**config.mk**
```make
export PLATFORM = sky130hd
export DESIGN_NAME = timer_apb_sequencer
export DESIGN_NICKNAME = d
export VERILOG_FILES = /design/src/rtl/timer_pkg.sv /design/src/rtl/timer_apb_xfer.sv /design/src/rtl/timer_apb_sequencer.sv
export SDC_FILE = /design/constraint.sdc
export NUM_CORES = 1
export LEC_CHECK = 0
export ABC_AREA = 1
export BUFFER_PORTS_ARGS = -buffer_cell sky130_fd_sc_hd__buf_2
export CORE_MARGIN = 1
export CORE_UTILIZATION = 49
export DETAILED_ROUTE_END_ITERATION = 8
export PLACE_DENSITY = 0.76
export SLEW_MARGIN = 10
export SYNTH_ARGS = -nofsm -noshare
export SYNTH_HDL_FRONTEND = slang
export SYNTH_HIERARCHICAL = 1
export SYNTH_SLANG_ARGS = --single-unit
export TNS_END_PERCENT = 50
```
**constraint.sdc**
```tcl
create_clock -name pclk -period 1.5 [get_ports pclk]
set_input_delay 0.15 -clock pclk [delete_from_list [all_inputs] [get_ports pclk]]
set_output_delay 0.15 -clock pclk [all_outputs]
set_load 0.02 [all_outputs]
```
**src/rtl/timer_pkg.sv**
```systemverilog
// timer_pkg: timer register map, TCR/TSR bit positions and sequencer state types
package timer_pkg;
  localparam logic [7:0] TDR_OFF = 8'h00;
  localparam logic [7:0] TCR_OFF = 8'h01;
  localparam logic [7:0] TSR_OFF = 8'h02;
  localparam int TCR_LOAD = 7;
  localparam int TCR_DW = 5;
  localparam int TCR_EN = 4;
  localparam int TSR_UDF = 1;
  localparam int TSR_OVF = 0;
  typedef enum logic [2:0] {
    S_IDLE, S_WR_TDR, S_WR_LOAD, S_WR_RUN, S_GAP, S_RD_TSR, S_CLR_TSR, S_WR_STOP
  } seq_state_e;
  typedef enum logic [1:0] {X_IDLE, X_SETUP, X_ACCESS} xfer_state_e;
  // Build a TCR value from its fields; clock select occupies bits [1:0].
  function automatic logic [7:0] tcr_word(input logic load, input logic dw, input logic en,
                                          input logic [1:0] cks);
    logic [7:0] w;
    w = 8'h00;
    w[TCR_LOAD] = load;
    w[TCR_DW] = dw;
    w[TCR_EN] = en;
    w[1:0] = cks;
    return w;
  endfunction
endpackage

```
**src/rtl/timer_apb_xfer.sv**
```systemverilog
// timer_apb_xfer: single-transfer APB master engine (SETUP then ACCESS until pready)
module timer_apb_xfer
  import timer_pkg::*;
(
  input  logic       pclk,
  input  logic       preset,
  input  logic       start_i,
  input  logic [7:0] addr_i,
  input  logic [7:0] wdata_i,
  input  logic       write_i,
  output logic       done_o,
  output logic [7:0] rdata_o,
  output logic       slverr_o,
  output logic       psel_o,
  output logic       penable_o,
  output logic       pwrite_o,
  output logic [7:0] paddr_o,
  output logic [7:0] pwdata_o,
  input  logic [7:0] prdata_i,
  input  logic       pready_i,
  input  logic       pslverr_i
);
  xfer_state_e state_q, state_d;
  logic [7:0] paddr_q, pwdata_q;
  logic pwrite_q;
  // Advance SETUP->ACCESS unconditionally; ACCESS holds until the slave is ready.
  always_comb begin
    state_d = (state_q == X_IDLE && start_i) ? X_SETUP
            : (state_q == X_SETUP) ? X_ACCESS
            : (state_q == X_ACCESS && pready_i) ? X_IDLE
            : state_q;
  end
  // State register; address, direction and data are frozen for the whole transfer.
  always_ff @(posedge pclk) begin
    if (preset) begin
      state_q <= X_IDLE;
      paddr_q <= 8'h00;
      pwdata_q <= 8'h00;
      pwrite_q <= 1'b0;
    end else begin
      state_q <= state_d;
      if (state_q == X_IDLE && start_i) begin
        paddr_q <= addr_i;
        pwdata_q <= wdata_i;
        pwrite_q <= write_i;
      end
    end
  end
  assign psel_o = state_q != X_IDLE;
  assign penable_o = state_q == X_ACCESS;
  assign pwrite_o = pwrite_q;
  assign paddr_o = paddr_q;
  assign pwdata_o = pwdata_q;
  assign done_o = penable_o & pready_i;
  assign rdata_o = prdata_i;
  assign slverr_o = pslverr_i;
endmodule

```
**src/rtl/timer_apb_sequencer.sv**
```systemverilog
// timer_apb_sequencer: programs the 8-bit timer over APB, polls its flag, counts events, stops it
module timer_apb_sequencer
  import timer_pkg::*;
#(
  parameter int POLL_GAP = 16,
  parameter logic [7:0] TMR_BASE = 8'h00
) (
  input  logic       pclk,
  input  logic       preset,
  input  logic       cmd_valid,
  output logic       cmd_ready,
  input  logic [7:0] cmd_reload,
  input  logic       cmd_dw,
  input  logic [1:0] cmd_cks,
  input  logic [7:0] cmd_nevt,
  input  logic       abort,
  output logic       psel,
  output logic       penable,
  output logic       pwrite,
  output logic [7:0] paddr,
  output logic [7:0] pwdata,
  input  logic [7:0] prdata,
  input  logic       pready,
  input  logic       pslverr,
  output logic       busy,
  output logic       evt_pulse,
  output logic [7:0] evt_cnt,
  output logic       done,
  output logic       err
);
  localparam int GW = $clog2(POLL_GAP + 1);
  seq_state_e state_q, state_d, seq_next;
  logic [7:0] reload_q, nevt_q, evt_cnt_q;
  logic [1:0] cks_q;
  logic dw_q, launched_q, abort_q, evt_pulse_q, done_q, err_q;
  logic [GW-1:0] gap_q;
  logic accept, start, x_done, x_slverr, x_write, stop_req, flag, evt_hit, last_evt, gap_end;
  logic [7:0] x_addr, x_wdata, x_rdata;
  timer_apb_xfer u_xfer (
    .pclk(pclk), .preset(preset), .start_i(start), .addr_i(x_addr), .wdata_i(x_wdata),
    .write_i(x_write), .done_o(x_done), .rdata_o(x_rdata), .slverr_o(x_slverr),
    .psel_o(psel), .penable_o(penable), .pwrite_o(pwrite), .paddr_o(paddr),
    .pwdata_o(pwdata), .prdata_i(prdata), .pready_i(pready), .pslverr_i(pslverr)
  );
  // Decode the transfer owned by the current state and the routing after it completes.
  always_comb begin
    accept = cmd_valid & cmd_ready;
    start = !launched_q && state_q != S_IDLE && state_q != S_GAP;
    stop_req = abort_q | abort;
    flag = x_rdata[dw_q ? TSR_UDF : TSR_OVF];
    evt_hit = state_q == S_CLR_TSR && x_done && !x_slverr;
    last_evt = nevt_q != 8'h00 && evt_cnt_q + 8'd1 == nevt_q;
    gap_end = gap_q == GW'(POLL_GAP - 1);
    x_write = state_q != S_RD_TSR;
    x_addr = TMR_BASE + (state_q == S_WR_TDR ? TDR_OFF
                       : (state_q == S_RD_TSR || state_q == S_CLR_TSR) ? TSR_OFF : TCR_OFF);
    x_wdata = state_q == S_WR_TDR ? reload_q
            : state_q == S_WR_LOAD ? tcr_word(1'b1, dw_q, 1'b0, cks_q)
            : state_q == S_WR_RUN ? tcr_word(1'b0, dw_q, 1'b1, cks_q)
            : state_q == S_WR_STOP ? tcr_word(1'b0, dw_q, 1'b0, cks_q)
            : 8'h00;
    seq_next = state_q == S_WR_TDR ? S_WR_LOAD
             : state_q == S_WR_LOAD ? S_WR_RUN
             : (state_q == S_CLR_TSR && last_evt) ? S_WR_STOP
             : S_GAP;
    state_d = state_q == S_IDLE ? (accept ? S_WR_TDR : S_IDLE)
            : state_q == S_GAP ? (stop_req ? S_WR_STOP : gap_end ? S_RD_TSR : S_GAP)
            : !x_done ? state_q
            : state_q == S_WR_STOP ? S_IDLE
            : x_slverr ? S_WR_STOP
            : (state_q == S_RD_TSR && flag) ? S_CLR_TSR
            : stop_req ? S_WR_STOP
            : seq_next;
  end
  // State, command latch, abort latch, poll gap timer and event/status registers.
  always_ff @(posedge pclk) begin
    if (preset) begin
      state_q <= S_IDLE;
      reload_q <= 8'h00;
      nevt_q <= 8'h00;
      cks_q <= 2'b00;
      dw_q <= 1'b0;
      launched_q <= 1'b0;
      abort_q <= 1'b0;
      gap_q <= '0;
      evt_cnt_q <= 8'h00;
      evt_pulse_q <= 1'b0;
      done_q <= 1'b0;
      err_q <= 1'b0;
    end else begin
      state_q <= state_d;
      if (accept) begin
        reload_q <= cmd_reload;
        nevt_q <= cmd_nevt;
        cks_q <= cmd_cks;
        dw_q <= cmd_dw;
      end
      launched_q <= start ? 1'b1 : x_done ? 1'b0 : launched_q;
      abort_q <= state_d != S_IDLE && (abort_q || (busy && abort));
      gap_q <= state_q == S_GAP ? gap_q + 1'b1 : '0;
      evt_cnt_q <= accept ? 8'h00 : evt_hit ? evt_cnt_q + 8'd1 : evt_cnt_q;
      evt_pulse_q <= evt_hit;
      done_q <= state_q != S_IDLE && state_d == S_IDLE;
      err_q <= accept ? 1'b0 : (x_done && x_slverr) ? 1'b1 : err_q;
    end
  end
  assign cmd_ready = state_q == S_IDLE;
  assign busy = state_q != S_IDLE;
  assign evt_pulse = evt_pulse_q;
  assign evt_cnt = evt_cnt_q;
  assign done = done_q;
  assign err = err_q;
endmodule
```
---- Yosys cells after proc, flatten, opt, wreduce, memory -nomap -nowiden ----
Index checks and enable logic that the tools add are counted.
word-level totals
  bits in registers ....................... 59
  output and inout port bits .............. 32
  word-level logic and storage cells ...... 95
operators by class
  add/subtract/negate cells ............... 2
  $lt $le $gt $ge ......................... 1
  equal/unequal tests ..................... 13
  multiplexer cells ....................... 28
  bitwise logic cells ..................... 4
  reduce and logical (&&, ||, !) cells .... 30
operators by type and width
  cell                 number
  $mux 3               9
  $mux 8               2
  $logic_and 1x1->1    13
  $eq 3x3->1 const B   4
  $mux 2               6
  $mux 6               2
  $reduce_bool 3->1    3
  $add 8x1->8 const B  1
  $eq 8x8->1           1
  $mux 1               8
  $reduce_bool 8->1    1
  $eq 3x2->1 const B   2
  $logic_not 3->1      2
  $ne 3x3->1 const B   2
  $reduce_bool 2->1    3
  $reduce_or 2->1      3
  $add 5x1->5 const B  1
  $eq 5x4->1 const B   1
  $lt 1x4->1 const B   1
  $bmux 1 s3           1
  $eq 3x1->1 const B   1
  $and 1x1->1          2
  $eq 2x1->1 const B   1
  $eq 2x2->1 const B   1
  5 further kinds      7

---- Logic depth before layout (Yosys ltp) ----
Gate-level depths: netlist (run 1).
  depth in word-level cells ............... 16
  gate-level depth with buffers ........... 15
  gate-level depth less buffers ........... 15

---- By module ----
The synthesis (run 1) kept the hierarchy.
modules (own cells, without submodules)
  module               times used  cells an instance  area each (um^2)
  timer_apb_sequencer  1           299                2075.7
  timer_apb_xfer       1           133                928.4

---- Worst setup path before layout (run 1) ----
No wires, ideal clock.
  path type ............................... flip-flop to flip-flop
  start ................................... register evt_cnt_q[0], in the netlist evt_cnt[0]
  end ..................................... register abort_q
  arrival ................................. 1.688 ns
  required time ........................... 1.382 ns
  slack ................................... -0.306 ns
  stages on the path, launching flop included .. 15
  path buffers ............................ 0
  clock period less this slack ............ 1.806 ns
  cells stage by stage .................... dfxtp_1 -> ha_1 -> nand2_2 -> nor2_2 -> nand2_1 -> nand2_1 -> nand2_1 -> nor2_1 -> nor2_1 -> nand3_2 -> nand3_2 -> nand2_2 -> nand3_2 -> nor2_2 -> nor2_2
on the way
  word-level cells in the longest chain between the ends .. 16
RTL lines
  element                 RTL line                    source
  start, declared         timer_apb_sequencer.sv:33   logic [7:0] reload_q, nevt_q, evt_cnt_q;
  start signal, assigned  timer_apb_sequencer.sv:101  evt_cnt_q <= accept ? 8'h00 : evt_hit ? evt_cnt_q + 8'd1 : evt_cnt_q;
  $add 8x1->8             timer_apb_sequencer.sv:52   last_evt = nevt_q != 8'h00 && evt_cnt_q + 8'd1 == nevt_q;
  $eq 8x8->1              timer_apb_sequencer.sv:52
  $logic_and 1x1->1       timer_apb_sequencer.sv:52
  $logic_and 1x1->1       timer_apb_sequencer.sv:64   : (state_q == S_CLR_TSR && last_evt) ? S_WR_STOP
  $mux 2                  timer_apb_sequencer.sv:64
  $mux 3                  timer_apb_sequencer.sv:63   : state_q == S_WR_LOAD ? S_WR_RUN
  $mux 3                  timer_apb_sequencer.sv:62   seq_next = state_q == S_WR_TDR ? S_WR_LOAD
  $mux 3                  timer_apb_sequencer.sv:72   : stop_req ? S_WR_STOP
  $mux 3                  timer_apb_sequencer.sv:71   : (state_q == S_RD_TSR && flag) ? S_CLR_TSR
  $mux 3                  timer_apb_sequencer.sv:70   : x_slverr ? S_WR_STOP
  $mux 3                  timer_apb_sequencer.sv:69   : state_q == S_WR_STOP ? S_IDLE
  $mux 3                  timer_apb_sequencer.sv:68   : !x_done ? state_q
  $mux 3                  timer_apb_sequencer.sv:67   : state_q == S_GAP ? (stop_req ? S_WR_STOP : gap_end ? S_RD_TSR : S_GAP)
  $mux 3                  timer_apb_sequencer.sv:66   state_d = state_q == S_IDLE ? (accept ? S_WR_TDR : S_IDLE)
  $reduce_bool 3->1       timer_apb_sequencer.sv:99   abort_q <= state_d != S_IDLE && (abort_q || (busy && abort));
  $logic_and 1x1->1       timer_apb_sequencer.sv:99
  end signal, assigned    timer_apb_sequencer.sv:99
  end, declared           timer_apb_sequencer.sv:35   logic dw_q, launched_q, abort_q, evt_pulse_q, done_q, err_q;
No other way between the ends.
A chain may end at the register's enable or synchronous reset.

---- Worst setup path in the final report (run 1) ----
Same ends and word-level chain as after synthesis.

==> metrics, run 1 <==
H-Tree Depth=3; P&R area growth vs syn=31.4%; worst clock skew=between 0.006 and 0.007 ns; CTS tree=built; GRT overflow=0; Root Buffer Master=clkbuf_8; Max Used Layer=met4; met1 wire length=between 3000 and 4000 µm; total of max-cap violations=0; DR pass1 iterations=5; PnR worst setup slack=-0.189 ns; met2 routed WL=about 3500 µm; worst path required time=1.78 ns; metal3 WL=between 300 and 400 µm; cell total after placement=580; Iter 0 DRT Violations=157; critical path fanouts, max=3; worst path cell trace=ha_4, inv_2, nand2_2, nand2_2, nor2_2, nand4_1, nor2_1, nand3_2, nand3_2, nand2_4, nand3_4, nor2_4, nor2_2; Fin Setup TNS=-0.657 ns; max-slew violations=0; Fin Hold WS=0.0681 ns; Layout Cells excl Fill=600; first-pass GRT wire length=about 12000 µm; PD cells=1010 mW/mm²; Synth warnings=6; initial antenna violation count=0; pre-CTS WS=-0.127 ns; Final nets=560; Skew-Pair Late Insertion Delay=about 0.34 ns; GPL Wtd Cong=around 0.86; vias in the first global route=between 2000 and 3000; arrival time worst endpoint=approximately 2 ns; antenna cells=0; Mapped Area=0.00296 mm²; DRT antenna net count=0; row count=27; Peak VDD IR=between 700 and 800 µV; # port buffers=58; IO Count=65; Die Y-Extent=around 80 µm; final hold vios=0; final setup vio count=5; critical path endpoint category=register; Worst-path clk slew=roughly 0.060 ns; Period Utilization, post-route=113%; Tot GR Track Use=roughly a quarter; clock sink count=slightly below 60; routed wire length=7390 µm; TritonCTS Buffers=9; Vias/cell=approximately 5.0; Die X=roughly 80 µm; fraction of layout cells with a size suffix above 1=roughly a third; post-DP HPWL=5150 µm; core area=about 0.0057 mm²; crit path kind=reg -> reg; Hold Crit Class=in -> reg; status=finished, violations left; min cycle time layout=approximately 1.7 ns; die area=0.00635 mm²; RSZ-0062 raised after global routing=true; violated checks=setup timing; leakage power=roughly 0.0019 µW; Longest Clk Path Bufs=2; CP Launch Type=register; worst-path cell with the longest stage delay=dfxtp_4; Post-Synthesis Cells=approximately 430; Initial Utilization=between 50% and 60%; mean post-synth cell area=a little under 7 µm²; DR vias=3023; # DRC=0; WL/cell=12.3 µm; Fmax achieved=592 MHz; pin count of the biggest net entering global routing=36; CP max stage delay=0.36 ns
-- worst paths after layout --
| kind | from | end | slack (ns) | cells past startpoint |
|---|---|---|---|---|
| setup / recovery | evt_cnt[0] | abort_q | -0.19 | 13 |
| hold / removal | cmd_cks[1] | cks_q[1] | 0.07 | 3 |
| setup reg to reg | evt_cnt[0] | abort_q | -0.19 | 13 |
| hold reg to reg | reload_q[5] | reload_q[5] | 0.46 | 2 |
-- per-layer routing --
layer,global-route usage [%],vias to the layer above
met2,38.5,88
met5,0,-
met3,4.34,9
met1,30.6,1385
met4,11.6,0
li1,-,1541
-- critical path: cells and delay by family (launching register included) --
kind / cells / cell delay, ns
adders and majority gates: 1 / 0.27
buffers and inverters: 1 / 0.04
DFF: 1 / 0.36
and+or+nand+nor: 11 / 0.97
-- sequential cells by signal, indices dropped and copies added (netlist names) --
signal,count
nevt_q,8
launched_q,1
u_xfer/pwrite_o,1
gap_q,5
state_q,3
err,1
u_xfer/state_q,2
cks_q,2
u_xfer/pwdata_o,8
reload_q,8
done,1
evt_pulse,1
evt_cnt,8
dw_q,1
abort_q,1
u_xfer/paddr_o,8
-- power by group --
group	switching, µW	internal (µW)
sequential	65.4	1700
combinational	583	356
clock	600	627
-- cells in the final DEF (no fill, tap or decap), types with 7 or more instances in the layout --
cell type and n:
nand2_1 61, buf_2 59, nor2_2 8, inv_1 60, nor2_1 39, nand2_2 16
clkbuf_8 10, inv_2 8, o21ai_0 26, nand3_1 35, buf_4 40, o211ai_1 7
a21oi_1 50, dfxtp_1 52
-- per-stage QoR --
| step | area [µm²] | power (µW) | util, % |
|---|---|---|---|
| after floorplan | 3010 | 2440 | - |
| after global placement | 3570 | 2670 | 63.0 |
| after global routing | 3890 | 4140 | 68.5 |
| final | 3890 | 3930 | 68.5 |
| after detailed placement | 3570 | 2700 | 63.0 |
| after CTS | 3750 | 3910 | 66.0 |
-- repair_timing --
action / CTS / global route
setup endpoints to repair: 7 / 33
pin swaps: 4 / 16
resized for setup: 3 / 35
hold buffers: 0 / 0
buffers inserted: 1 / 3
cloned: 0 / 1
-- cell type report --
type	instances	area, µm²
timing repair buffer	104	661
inverter	70	267
clock buffer	12	145
fill	498	1790
sequential	59	1200
tap	72	90.1
multi-input combinational	280	1510
clock inverter	3	15.0
(Power assumes the default switching activity.)
==> run 2: changes to the inputs <==
MAX_ROUTING_LAYER = met4   (was unset)
==> metrics, run 2 (synthesis gave the netlist of run 1 again) <==
clock sink count=59 (unchanged); # port buffers=58 (unchanged); Skew-Pair Late Insertion Delay=0.34 ns (about the same); first-pass GRT wire length=11700 µm (about the same); Cell Area, Placed=0.00357 mm² (unchanged); Final nets=560 (unchanged); total of max-cap violations=0 (unchanged); Post-CTS Hold Buffers=0 (unchanged); critical path endpoint category=register; violated checks=setup timing; CP Launch Type=register; Tot GR Track Use=24.6% (+0.66 points); worst path required time=1.73 ns (-0.05 ns); IO Count=65 (unchanged); GPL Wtd Cong=0.870 (+1.6%); Peak VDD IR=736 µV (+0.25%); fraction of layout cells with a size suffix above 1=34.5% (+0.95 points); Longest Clk Path Bufs=2 (unchanged); Initial Utilization=52.1% (unchanged); arrival time worst endpoint=1.92 ns (-0.05 ns); initial antenna violation count=0 (unchanged); row count=27 (unchanged); Root Buffer Master=clkbuf_8; TritonCTS Buffers=9 (unchanged); RSZ-0062 raised after global routing=true; Worst-path clk slew=0.06 ns (about the same); leakage power=0.00187 µW (about the same); antenna cells=0 (unchanged); CTS tree=built; routed wire length=7410 µm (+0.27%); critical path fanouts, max=4 (+1); Period Utilization, post-route=113% (+0.49 points); H-Tree Depth=3 (unchanged); sequential share of power=45.0% (about the same); Iter 0 DRT Violations=167 (+6.4%); worst-path cell with the longest stage delay=dfxtp_4; Hold Crit Class=in -> reg; GRT overflow=0 (unchanged); final hold vios=0 (unchanged); max-slew violations=0 (unchanged); WL/cell=12.4 µm (+0.27%); vias in the first global route=2679 (-0.26%); Die X=79.7 µm (unchanged); Int Power=2690 µW (about the same); worst path cell trace=ha_4, nand2_4, nor2_4, nand3_1, a21oi_1, nor2_1, nand3_2, nand3_2, nand2_4, nand3_4, nor2_4, nor2_2; worst clock skew=0.00556 ns (-0.00141 ns); CP max stage delay=0.38 ns (+0.02 ns); Final Instance Area=0.00391 mm² (+0.58%); most frequent cells in the layout=59 x inv_1, 59 x nand2_1, 58 x buf_2; Fin Hold WS=0.0740 ns (+0.00588 ns); PD cells=1010 mW/mm² (-0.66%); FILL cells=493 (-1.0%); P&R area growth vs syn=32.1%; # DRC=0 (unchanged); post-DP HPWL=5150 µm (unchanged); pin count of the biggest net entering global routing=36 (unchanged); DRT antenna net count=0 (unchanged); combinational power share=24.1% (+0.2 points); core area=0.00568 mm² (unchanged); Vias/cell=5.07 (+0.66%); pre-CTS WS=-0.127 ns (unchanged); switching power summed over all nets=1240 µW (-0.32%); Sw Share=31.6% (-0.076 points); PnR worst setup slack=-0.197 ns (-0.00734 ns); status=finished, violations left; Fmax achieved=589 MHz (-0.43%); DR vias=3043 (+0.66%); clock share of power=30.9% (-0.3 points); final setup vio count=4 (-1); DR pass1 iterations=4 (-1); Die Y-Extent=79.7 µm (unchanged); die area=0.00635 mm² (unchanged); crit path kind=reg -> reg; min cycle time layout=1.70 ns (+0.00734 ns)
-- run 2: metal layers --
layer	share of wire (%)	global-route usage, %	up-vias
li1	-	-	1547
met1	46	30.6	1394
met2	47	38.5	93
met3	5.6	6.06	9
met4	1.1	8.91	0
met5	0	-	-
-- run 2: final timing paths --
| kind | depth (start not counted) | slack, ns | from | end |
|---|---|---|---|---|
| max | 12 | -0.20 | evt_cnt[1] | abort_q |
| min | 3 | 0.07 | cmd_cks[1] | cks_q[1] |
| max reg2reg | 12 | -0.20 | evt_cnt[1] | abort_q |
| min reg2reg | 2 | 0.46 | reload_q[6] | reload_q[6] |
-- run 2: power groups by stage --
stage	registers [µW]	logic, µW	clock network [µW]
2_1_floorplan	1880	556	0
3_3_place_gp	1800	878	0
3_5_place_dp	1800	901	0
4_1_cts	1770	903	1240
5_1_grt	1780	1050	1320
6_report	1770	946	1220
-- run 2: layout make-up --
| type | count | area [µm²] | share of cell area, % |
|---|---|---|---|
| timing repair buffer | 104 | 663 | 17.0 |
| clock inverter | 3 | 15.0 | 0.384 |
| tap | 72 | 90.1 | 2.30 |
| multi-input combinational | 280 | 1530 | 39.1 |
| sequential | 59 | 1200 | 30.7 |
| inverter | 70 | 267 | 6.82 |
| clock buffer | 12 | 145 | 3.71 |
-- run 2: worst max-delay path, delay by kind of cell, from the launching register on --
| kind | cells | cell delay [ns] |
|---|---|---|
| AOI/OAI and AO/OA | 1 | 0.17 |
| adders and majority gates | 1 | 0.16 |
| DFF | 1 | 0.38 |
| and+or+nand+nor | 10 | 0.87 |
-- run 2: repair_timing --
item                       in CTS  in global routing
buffers inserted                1                  4
setup endpoints to repair       7                 33
resized for setup               3                 44
pin swaps                       4                 16
-- run 2: per-stage QoR --
stage          TNS [ns]  power (µW)  instances  utilization [%]
2_1_floorplan   -0.0609        2440        431                -
3_3_place_gp    -0.0963        2670        580             63.0
3_5_place_dp     -0.330        2700        580             63.0
4_1_cts          -0.391        3910        596             66.0
5_1_grt           -1.10        4150        600             68.9
6_report         -0.644        3930        600             68.9
==> run 3: changes to the inputs <==
SETUP_SLACK_MARGIN = 0.5   (was unset)
==> metrics, run 3 (synthesis gave the netlist of run 1 again) <==
Cell Area, Placed=0.00378 mm² (+5.7%); TritonCTS Buffers=9 (unchanged); Period Utilization, post-route=125% (+12 points); CP max stage delay=0.38 ns (about the same); first-pass GRT wire length=15100 µm (+29%); Layout Cells excl Fill=630 (+5.0%); violated checks=setup timing; RSZ-0062 raised after global routing=true; Longest Clk Path Bufs=2 (unchanged); Fmax achieved=533 MHz (-9.6%); row count=27 (unchanged); final hold vios=0 (unchanged); crit path kind=reg -> reg; critical path fanouts, max=5 (+1); Vias/cell=6.28 (+24%); worst clock skew=0.0133 ns (+0.00776 ns); Die Y-Extent=79.7 µm (unchanged); Worst-path clk slew=0.07 ns (about the same); Peak VDD IR=968 µV (+32%); P&R area growth vs syn=69.5%; Hold Crit Class=in -> reg; PnR worst setup slack=-0.377 ns (-0.181 ns); antenna cells=0 (unchanged); most frequent cells in the layout=62 x nand2_1, 54 x inv_1, 49 x buf_4; CP Launch Type=register; Fin Hold WS=0.0115 ns (-0.0625 ns); routed wire length=14100 µm (+90%); worst-path cell with the longest stage delay=dfxtp_4; die area=0.00635 mm² (unchanged); worst path required time=1.79 ns (+0.06 ns); Post-CTS Hold Buffers=0 (unchanged); most common cell after layout, fill and taps aside=nand2_1; r2r startpoint=evt_cnt[1]; Iter 0 DRT Violations=620 (+270%); DR vias=3954 (+30%); Die X=79.7 µm (unchanged); status=finished, violations left; most used cell, CP=nand2_1; vias in the first global route=3297 (+23%); Tot GR Track Use=32.5% (+7.9 points); clock sink count=59 (unchanged); cell total after placement=585 (+0.86%); GRT overflow=0 (unchanged); post-DP HPWL=5320 µm (+3.3%); Initial Utilization=52.1% (unchanged); min cycle time layout=1.88 ns (+0.181 ns); IO Count=65 (unchanged); PD cells=1010 mW/mm² (+0.11%); Final Instance Area=0.00502 mm² (+28%); # DRC=0 (unchanged); Skew-Pair Late Insertion Delay=0.36 ns (+0.02 ns); max-slew violations=0 (unchanged); GPL Wtd Cong=0.863 (-0.77%); R2R Setup Slk=-0.38 ns (-0.18 ns); leakage power=0.00223 µW (+19%); pin count of the biggest net entering global routing=18 (-50%); WL/cell=22.4 µm (+81%); DRT antenna net count=0 (unchanged); Root Buffer Master=clkbuf_8; critical path endpoint category=register; Setup crit end=abort_q; total of max-cap violations=0 (unchanged); fraction of layout cells with a size suffix above 1=55.9% (+21 points); worst r2r path cells=14 (+2); Final nets=589 (+5.2%); core area=0.00568 mm² (unchanged); worst-margin pin slew=0.618 ns; initial antenna violation count=0 (unchanged); worst path cell trace=ha_4, inv_1, nand2_1, nand2_1, nand2_1, nand2_1, nand4_1, nor2_2, nand3_2, nand3_2, nand2_2, nand3_2, nor2_2, nor2_2; r2r endpoint=abort_q; final setup vio count=22 (+18); arrival time worst endpoint=2.17 ns (+0.25 ns); # port buffers=58 (unchanged); crit path launch=evt_cnt[1]; H-Tree Depth=3 (unchanged); DR pass1 iterations=5 (+1); relative slew slack=~59%; CTS tree=built
run 3: changes by cell type in the layout (fill, tap and decap cells not counted), sizes merged:
cell	before	now
bufbuf	0	1
clkbuf	12	15
buf	104	128
clkinv	4	6
run 3: layout make-up:
cell class | count | area (µm²)
multi-input combinational | 280 | 1880
timing repair buffer | 133 | 1340
sequential | 59 | 1230
fill | 235 | 659
inverter | 70 | 288
clock buffer | 11 | 151
tap | 72 | 90.1
clock inverter | 5 | 27.5
run 3: how the worst min path moves through the flow:
| stage | from | endpoint | slack, ns | depth (start not counted) |
|---|---|---|---|---|
| 6_report | preset | launched_q | 0.01 | 2 |
| 5_1_grt | preset | launched_q | 0.004 | 2 |
| 3_5_place_dp | preset | launched_q | 0.38 | 2 |
| 4_1_cts | preset | launched_q | 0.006 | 2 |
| 2_1_floorplan | preset | u_xfer/state_q[0] | 0.22 | 1 |
| 3_3_place_gp | preset | launched_q | 0.37 | 2 |
run 3: what timing repair did:
action	in CTS	in global routing
setup endpoints to repair	77	88
cloned	4	4
buffers inserted	13	8
resized for setup	120	93
pin swaps	50	61
run 3: through the flow:
| step | worst slack, ns | power, µW | util [%] | TNS [ns] |
|---|---|---|---|---|
| 2_1_floorplan | -0.0347 | 2520 | - | -0.0347 |
| 3_5_place_dp | -0.162 | 2830 | 66.6 | -0.563 |
| 6_report | -0.377 | 5050 | 88.4 | -2.04 |
| 4_1_cts | -0.173 | 4450 | 80.1 | -0.577 |
| 3_3_place_gp | -0.0787 | 2790 | 66.6 | -0.209 |
| 5_1_grt | -0.533 | 5160 | 88.4 | -3.40 |
run 3: metal layers:
| layer | track usage, % | wire, µm | up-vias |
|---|---|---|---|
| met5 | - | 0 | - |
| met3 | 7.77 | 1620 | 128 |
| li1 | - | - | 1619 |
| met4 | 13.6 | 1190 | 0 |
| met1 | 37.3 | 4940 | 1838 |
| met2 | 53.9 | 6350 | 369 |
run 3: report_power, final:
part / internal, µW / switching, µW / leakage (µW) / total [µW]
sequential: 1720 / 131 / 0.000498 / 1850
combinational: 828 / 993 / 0.00164 / 1820
clock: 678 / 702 / 0.0000949 / 1380
run 3: critical path, delay by kind of cell (launching register included):
| kind | cells | cell delay (ns) |
|---|---|---|
| and+or+nand+nor | 12 | 1.19 |
| adders and majority gates | 1 | 0.19 |
| DFF | 1 | 0.38 |
| buffers and inverters | 1 | 0.06 |
